<file path="src/rtl/cpu_pkg.sv">
// Shared CPU definitions: arbiter state encoding and memory access sizes.
package cpu_pkg;

    typedef enum logic [1:0] {
        IDLE    = 2'd0,
        GRANT_D = 2'd1,
        GRANT_I = 2'd2
    } arb_state_t;

    // Memory access sizes, shared with the CPU's memory-size output.
    localparam logic [1:0] MS_NONE = 2'b00;
    localparam logic [1:0] MS_BYTE = 2'b01;
    localparam logic [1:0] MS_HALF = 2'b10;
    localparam logic [1:0] MS_WORD = 2'b11;

    localparam int unsigned TIMER_WIDTH = 16;

    // A data access of size "none" never touches memory.
    function automatic logic is_local_access(input logic [1:0] size);
        return size == MS_NONE;
    endfunction

endpackage

</file>
<file path="src/rtl/arb_timer.sv">
// Bounded-wait counter: clears on grant, counts idle cycles, flags the limit.
module arb_timer #(
    parameter int unsigned WIDTH = 16
) (
    input  logic             i_clk,
    input  logic             i_rst,
    input  logic             clr,
    input  logic             en,
    input  logic [WIDTH-1:0] limit,
    output logic             tc
);

    logic [WIDTH-1:0] count_q;
    logic [WIDTH-1:0] count_d;

    // Next count: clear wins over enable; holds otherwise.
    always_comb begin
        count_d = count_q;
        if (clr) begin
            count_d = '0;
        end else if (en) begin
            count_d = count_q + {{(WIDTH-1){1'b0}}, 1'b1};
        end
    end

    // Count register.
    always_ff @(posedge i_clk or posedge i_rst) begin
        if (i_rst) begin
            count_q <= '0;
        end else begin
            count_q <= count_d;
        end
    end

    // Limit is never zero, so a freshly cleared counter never reports terminal count.
    assign tc = (count_q == limit);

endmodule

</file>
<file path="src/rtl/mem_arbiter.sv">
// Single-port memory arbiter between instruction fetch and data load/store.
// One outstanding access at a time; data has priority; unacknowledged accesses time out.
module mem_arbiter
    import cpu_pkg::*;
#(
    parameter int unsigned TIMEOUT = 255
) (
    input  logic        i_clk,
    input  logic        i_rst,
    // Instruction fetch port
    input  logic        i_if_req,
    input  logic [31:0] i_if_addr,
    output logic [31:0] o_if_data,
    output logic        o_if_valid,
    // Data port
    input  logic        i_d_load,
    input  logic        i_d_write,
    input  logic [31:0] i_d_addr,
    input  logic [31:0] i_d_wdata,
    input  logic [1:0]  i_d_size,
    output logic [31:0] o_d_rdata,
    output logic        o_d_valid,
    // Memory port
    output logic        o_m_req,
    output logic        o_m_we,
    output logic [31:0] o_m_addr,
    output logic [31:0] o_m_wdata,
    output logic [1:0]  o_m_size,
    input  logic        i_m_ack,
    input  logic [31:0] i_m_rdata,
    // CPU control
    output logic        o_stall,
    output logic        o_timeout
);

    localparam logic [TIMER_WIDTH-1:0] TIMEOUT_CNT = TIMER_WIDTH'(TIMEOUT);

    arb_state_t  state_q, state_d;

    logic        m_req_q, m_req_d;
    logic        m_we_q, m_we_d;
    logic [31:0] m_addr_q, m_addr_d;
    logic [31:0] m_wdata_q, m_wdata_d;
    logic [1:0]  m_size_q, m_size_d;

    logic [31:0] if_data_q, if_data_d;
    logic        if_valid_q, if_valid_d;
    logic [31:0] d_rdata_q, d_rdata_d;
    logic        d_valid_q, d_valid_d;
    logic        timeout_q, timeout_d;

    logic        timer_clr;
    logic        timer_en;
    logic        timer_tc;

    logic        d_pending;
    logic        if_pending;

    // A port whose valid is high this cycle is masked so it can drop its level request.
    assign d_pending  = (i_d_load | i_d_write) & ~d_valid_q;
    assign if_pending = i_if_req & ~if_valid_q;

    arb_timer #(
        .WIDTH (TIMER_WIDTH)
    ) u_timer (
        .i_clk (i_clk),
        .i_rst (i_rst),
        .clr   (timer_clr),
        .en    (timer_en),
        .limit (TIMEOUT_CNT),
        .tc    (timer_tc)
    );

    // Next-state, memory-port capture and completion pulses.
    always_comb begin
        state_d    = state_q;
        m_req_d    = m_req_q;
        m_we_d     = m_we_q;
        m_addr_d   = m_addr_q;
        m_wdata_d  = m_wdata_q;
        m_size_d   = m_size_q;
        if_data_d  = if_data_q;
        d_rdata_d  = d_rdata_q;
        if_valid_d = 1'b0;
        d_valid_d  = 1'b0;
        timeout_d  = 1'b0;
        timer_clr  = 1'b0;
        timer_en   = 1'b0;

        unique case (state_q)
            IDLE: begin
                if (d_pending) begin
                    if (is_local_access(i_d_size)) begin
                        // Zero-size access completes without a memory cycle.
                        d_rdata_d = '0;
                        d_valid_d = 1'b1;
                    end else begin
                        state_d   = GRANT_D;
                        m_req_d   = 1'b1;
                        m_we_d    = i_d_write;  // store wins over load
                        m_addr_d  = i_d_addr;
                        m_wdata_d = i_d_wdata;
                        m_size_d  = i_d_size;
                        timer_clr = 1'b1;
                    end
                end else if (if_pending) begin
                    state_d   = GRANT_I;
                    m_req_d   = 1'b1;
                    m_we_d    = 1'b0;
                    m_addr_d  = i_if_addr;
                    m_wdata_d = '0;
                    m_size_d  = MS_WORD;
                    timer_clr = 1'b1;
                end
            end

            GRANT_D: begin
                if (i_m_ack) begin
                    d_rdata_d = i_m_rdata;
                    d_valid_d = 1'b1;
                    m_req_d   = 1'b0;
                    state_d   = IDLE;
                end else if (timer_tc) begin
                    d_rdata_d = '0;
                    d_valid_d = 1'b1;
                    timeout_d = 1'b1;
                    m_req_d   = 1'b0;
                    state_d   = IDLE;
                end else begin
                    timer_en = 1'b1;
                end
            end

            GRANT_I: begin
                if (i_m_ack) begin
                    if_data_d  = i_m_rdata;
                    if_valid_d = 1'b1;
                    m_req_d    = 1'b0;
                    state_d    = IDLE;
                end else if (timer_tc) begin
                    if_data_d  = '0;
                    if_valid_d = 1'b1;
                    timeout_d  = 1'b1;
                    m_req_d    = 1'b0;
                    state_d    = IDLE;
                end else begin
                    timer_en = 1'b1;
                end
            end

            default: begin
                state_d = IDLE;
                m_req_d = 1'b0;
            end
        endcase
    end

    // State register.
    always_ff @(posedge i_clk or posedge i_rst) begin
        if (i_rst) begin
            state_q <= IDLE;
        end else begin
            state_q <= state_d;
        end
    end

    // Registered outputs; reset abandons any access in flight.
    always_ff @(posedge i_clk or posedge i_rst) begin
        if (i_rst) begin
            m_req_q    <= 1'b0;
            m_we_q     <= 1'b0;
            m_addr_q   <= '0;
            m_wdata_q  <= '0;
            m_size_q   <= MS_NONE;
            if_data_q  <= '0;
            if_valid_q <= 1'b0;
            d_rdata_q  <= '0;
            d_valid_q  <= 1'b0;
            timeout_q  <= 1'b0;
        end else begin
            m_req_q    <= m_req_d;
            m_we_q     <= m_we_d;
            m_addr_q   <= m_addr_d;
            m_wdata_q  <= m_wdata_d;
            m_size_q   <= m_size_d;
            if_data_q  <= if_data_d;
            if_valid_q <= if_valid_d;
            d_rdata_q  <= d_rdata_d;
            d_valid_q  <= d_valid_d;
            timeout_q  <= timeout_d;
        end
    end

    assign o_m_req    = m_req_q;
    assign o_m_we     = m_we_q;
    assign o_m_addr   = m_addr_q;
    assign o_m_wdata  = m_wdata_q;
    assign o_m_size   = m_size_q;
    assign o_if_data  = if_data_q;
    assign o_if_valid = if_valid_q;
    assign o_d_rdata  = d_rdata_q;
    assign o_d_valid  = d_valid_q;
    assign o_timeout  = timeout_q;

    // Stall while any request is raised and its completion pulse is not present.
    assign o_stall = (i_if_req & ~if_valid_q) | ((i_d_load | i_d_write) & ~d_valid_q);

endmodule
</file>
<file path="config.mk">
export PLATFORM = sky130hd
export DESIGN_NAME = mem_arbiter
export DESIGN_NICKNAME = d
export VERILOG_FILES = /design/src/rtl/cpu_pkg.sv /design/src/rtl/arb_timer.sv /design/src/rtl/mem_arbiter.sv
export SDC_FILE = /design/constraint.sdc
export NUM_CORES = 1
export LEC_CHECK = 0
export ABC_AREA = 1
export BUFFER_PORTS_ARGS = -buffer_cell sky130_fd_sc_hd__buf_4
export CELL_PAD_IN_SITES_DETAIL_PLACEMENT = 0
export CELL_PAD_IN_SITES_GLOBAL_PLACEMENT = 1
export CORE_MARGIN = 4
export CORE_UTILIZATION = 38
export DETAILED_ROUTE_END_ITERATION = 16
export PLACE_DENSITY_LB_ADDON = 0.1
export REMOVE_ABC_BUFFERS = 1
export SLEW_MARGIN = 20
export SYNTH_ARGS = -nofsm -noshare
export SYNTH_HDL_FRONTEND = slang
export SYNTH_SLANG_ARGS = --single-unit
</file>
<file path="constraint.sdc">
create_clock -name i_clk -period 13.55 [get_ports i_clk]
set_clock_uncertainty 0.15 [all_clocks]
set_input_delay 1.355 -clock i_clk [delete_from_list [all_inputs] [get_ports i_clk]]
set_output_delay 1.355 -clock i_clk [all_outputs]
set_load 0.05 [all_outputs]
</file>
==> flow_metrics.py <==
metrics = {
    "status": {
        "status": "finished, final reports clean",
    },
    "place": {
        "gp_congestion": 0.794,
        "place_area_um2": 9090,
        "portBuffers": 271,
        "dp_cells": 1257,
        "dp_slack_ns": 9.38,
        "dpl.hpwl_mm": 14.1,
    },
    "hold_path": {
        "min_path_type": "reg2reg",
        "holdPathEnd": "o_d_rdata[21]$_DFFE_PP0P_",
        "whs_path_depth": 2,
        "worst_hold_startpoint": "o_d_rdata[21]$_DFFE_PP0P_",
    },
    "floorplanning": {
        "ioPinCount": 272,
        "die_x_um": 143,
        "core_region_area_um2": 18000,
        "rows": 49,
        "die_area_um2": 20500,
        "die_y_um": 143,
        "start_util": 0.387,
    },
    "layout": {
        "drive_gt1_frac": 0.311,
        "nFillCells": 1729,
        "multiInputGateArea_um2": 2810,
        "nets": 1187,
        "fin_cells": 1289,
        "seqCellArea_um2": 3830,
        "antenna_cells": 0,
        "final_util": 0.537,
        "area_growth_pct": 38.7,
        "design_area_um2": 9640,
    },
    "grt": {
        "top_usage_layer": "met2",
        "grt_util_met1": 0.254,
        "grt-ovfl-total": 0,
        "grtUsageMet2": 0.326,
        "grt_max_degree": 95,
        "grt_pass1_vias": 6086,
        "track_usage": 0.199,
        "grt_pass1_wl_mm": 32.5,
        "antenna_found_initial": 0,
        "met3_usage": 0.0636,
    },
    "drt": {
        "antenna_left": 0,
        "routed_wl_mm": 21.0,
        "post_drt_wl_per_cell_um": 16.3,
        "num_vias": 6267,
        "drtIter0Drc": 324,
        "dr.pass1.iters": 4,
        "viasPerCell": 4.86,
        "drc": 0,
    },
    "synth": {
        "avgSynthCellArea_um2": 8.69,
        "synth-seq-cells": 153,
        "synth.top_cell.area_share": 0.551,
        "synthCells": 800,
        "yosysWarnings": 0,
        "synth-seq-area-share": 0.551,
        "synth_cell_types": 31,
        "syn_area_um2": 6950,
        "synth_area_leaders": "dfrtp_1 55%, nand2_1 16%, mux2i_1 4.6%",
        "yosysTopAreaCell": "dfrtp_1",
    },
    "timing": {
        "hold_violations": 0,
        "slew_headroom": 0.347,
        "timing.final.crit_share": 0.300,
        "fin_crit_ns": 4.07,
        "drv_slew": 0,
        "setup-violations-final": 0,
        "rsz0062_at_grt": "no",
        "worst_slack_ns": 9.48,
        "hold-worst-slack_ns": 0.320,
        "max_freq_mhz": 246,
        "tns_ns": 0,
        "tightest_slew_ns": 0.973,
    },
    "clocking": {
        "htreeDepth": 4,
        "clockBufferDepth": 2,
        "insertion_delay_ns": 0.42,
        "post_cts_resized": 0,
        "cts_tree": "done",
        "ctsHoldBuffers": 0,
        "clock_sinks": 153,
        "path_clk_slew_ns": 0.06,
        "cts_setup_buffers": 0,
        "root_buffer": "clkbuf_16",
        "cts_buffers": 17,
    },
    "setup_path": {
        "cp_max_fo": 38,
        "cp-end-kind": "primary output",
        "slowest_stage": "buf_4",
        "crit_required_ns": 12.05,
        "r2r_setup_slack_ns": 10.54,
        "critPathKind": "in2out",
        "r2r_end": "u_timer.count_q[8]$_DFFE_PP0P_",
        "cpMostUsedCell": "buf_4",
        "arrival_ns": 2.56,
        "r2r-start": "o_d_valid$_DFF_PP0_",
        "r2r_cells": 10,
        "worstPathCellList": "buf_4, o21ai_4, buf_4, o21ai_2, buf_4",
        "start_kind": "input port",
        "slowest_delay_ns": 0.51,
    },
    "pwr": {
        "p_leak_nw": 5.13,
        "power_density_nw_per_um2": 277,
        "vdd_ir_drop_max_v": 0.000159,
        "total_power_mw": 2.67,
    },
    "job": {
        "max_cap_violations": 0,
    },
}
-- metal layers --
metal / wire [µm] / part of all wire
met1: 8760 / 0.42
met5: 0 / 0
met4: 356 / 0.017
met2: 10100 / 0.48
met3: 1740 / 0.083
-- how the worst max path moves through the flow --
stage / startpoint / endpoint / cells after the start / slack, ns
detailed placement: i_d_write / u_timer.count_q[9]$_DFFE_PP0P_ / 10 / 9.38
global placement: i_d_write / u_timer.count_q[9]$_DFFE_PP0P_ / 10 / 9.41
finish: i_d_write / o_stall / 5 / 9.48
floorplan: i_d_write / u_timer.count_q[10]$_DFFE_PP0P_ / 7 / 7.13
CTS: i_d_write / o_stall / 5 / 9.45
global route: i_d_write / o_stall / 5 / 9.42
-- registers in the layout (all words and copies together) (netlist names) --
name and count:
o_d_rdata 32, o_if_data 32, o_m_addr 32, o_m_wdata 32, u_timer.count_q 16, o_m_size 2, state_q 2, o_d_valid 1
o_if_valid 1, o_m_req 1, o_m_we 1, o_timeout 1
-- logic make-up after synthesis --
group | Yosys count | share of synthesized area
adders and majority gates | 4 | 0.00720
xor gates and xnor gates | 7 | 0.00882
muxes | 32 | 0.0461
and+or+nand+nor | 455 | 0.280
DFF | 153 | 0.551
buffers and inverters | 71 | 0.0472
AOI/OAI and AO/OA | 78 | 0.0594
-- layout by cell type, fill, tap and decap left out, types with 2 or more instances in the layout --
| master | synthesis | final |
|---|---|---|
| o21ai_1 | 28 | 27 |
| clkbuf_16 | 0 | 17 |
| nand2_2 | 2 | 2 |
| clkinvlp_4 | 0 | 4 |
| nand3_1 | 43 | 43 |
| ha_1 | 4 | 4 |
| xor2_1 | 7 | 7 |
| clkinv_4 | 0 | 4 |
| nand4_1 | 42 | 42 |
| nor2_1 | 57 | 57 |
| nand3b_1 | 2 | 2 |
| nand3_2 | 3 | 2 |
| nand2_4 | 3 | 3 |
| mux2i_1 | 32 | 32 |
| o21bai_1 | 4 | 4 |
| o21ai_2 | 2 | 2 |
| nand2_1 | 298 | 298 |
| inv_6 | 0 | 5 |
| dfrtp_1 | 153 | 153 |
| nand3_4 | 1 | 2 |
| clkinv_2 | 1 | 3 |
| inv_2 | 4 | 4 |
| o21ai_0 | 42 | 42 |
| buf_4 | 9 | 277 |
| inv_1 | 17 | 15 |
-- critical path: cells and delay by family --
kind	cells	cell delay, ns
buf+inv	3	0.88
compound gates	2	0.31
-- where the power goes --
part / switching, mW / internal (mW) / total [mW]
combinational: 1.09 / 0.396 / 1.49
clock: 0.203 / 0.238 / 0.441
sequential: 0.101 / 0.642 / 0.743
-- cell type report --
cell class / count / area share
clock inverter: 15 / 0.0126
inverter: 22 / 0.00921
multi-input combinational: 576 / 0.292
timing repair buffer: 277 / 0.216
sequential: 153 / 0.397
tap: 229 / 0.0297
clock buffer: 17 / 0.0441
-- cells in the mapped netlist --
| master | n |
|---|---|
| nand2_1 | 298 |
| dfrtp_1 | 153 |
| nor2_1 | 57 |
| nand3_1 | 43 |
| nand4_1 | 42 |
| o21ai_0 | 42 |
| mux2i_1 | 32 |
| o21ai_1 | 28 |
| clkbuf_1 | 21 |
| inv_1 | 17 |
| buf_2 | 15 |
| buf_4 | 9 |
| xor2_1 | 7 |
| ha_1 | 4 |
| inv_2 | 4 |
| o21bai_1 | 4 |
| buf_1 | 3 |
| nand2_4 | 3 |
| nand3_2 | 3 |
| nand2_2 | 2 |
| nand3b_1 | 2 |
| o21ai_2 | 2 |
| a21o_1 | 1 |
| buf_6 | 1 |
| clkinv_2 | 1 |
| nand3_4 | 1 |
| nor2_2 | 1 |
| nor2_4 | 1 |
| nor3_1 | 1 |
| o211ai_1 | 1 |
| or2_2 | 1 |
Note: power is estimated with default switching activity, not from simulation.
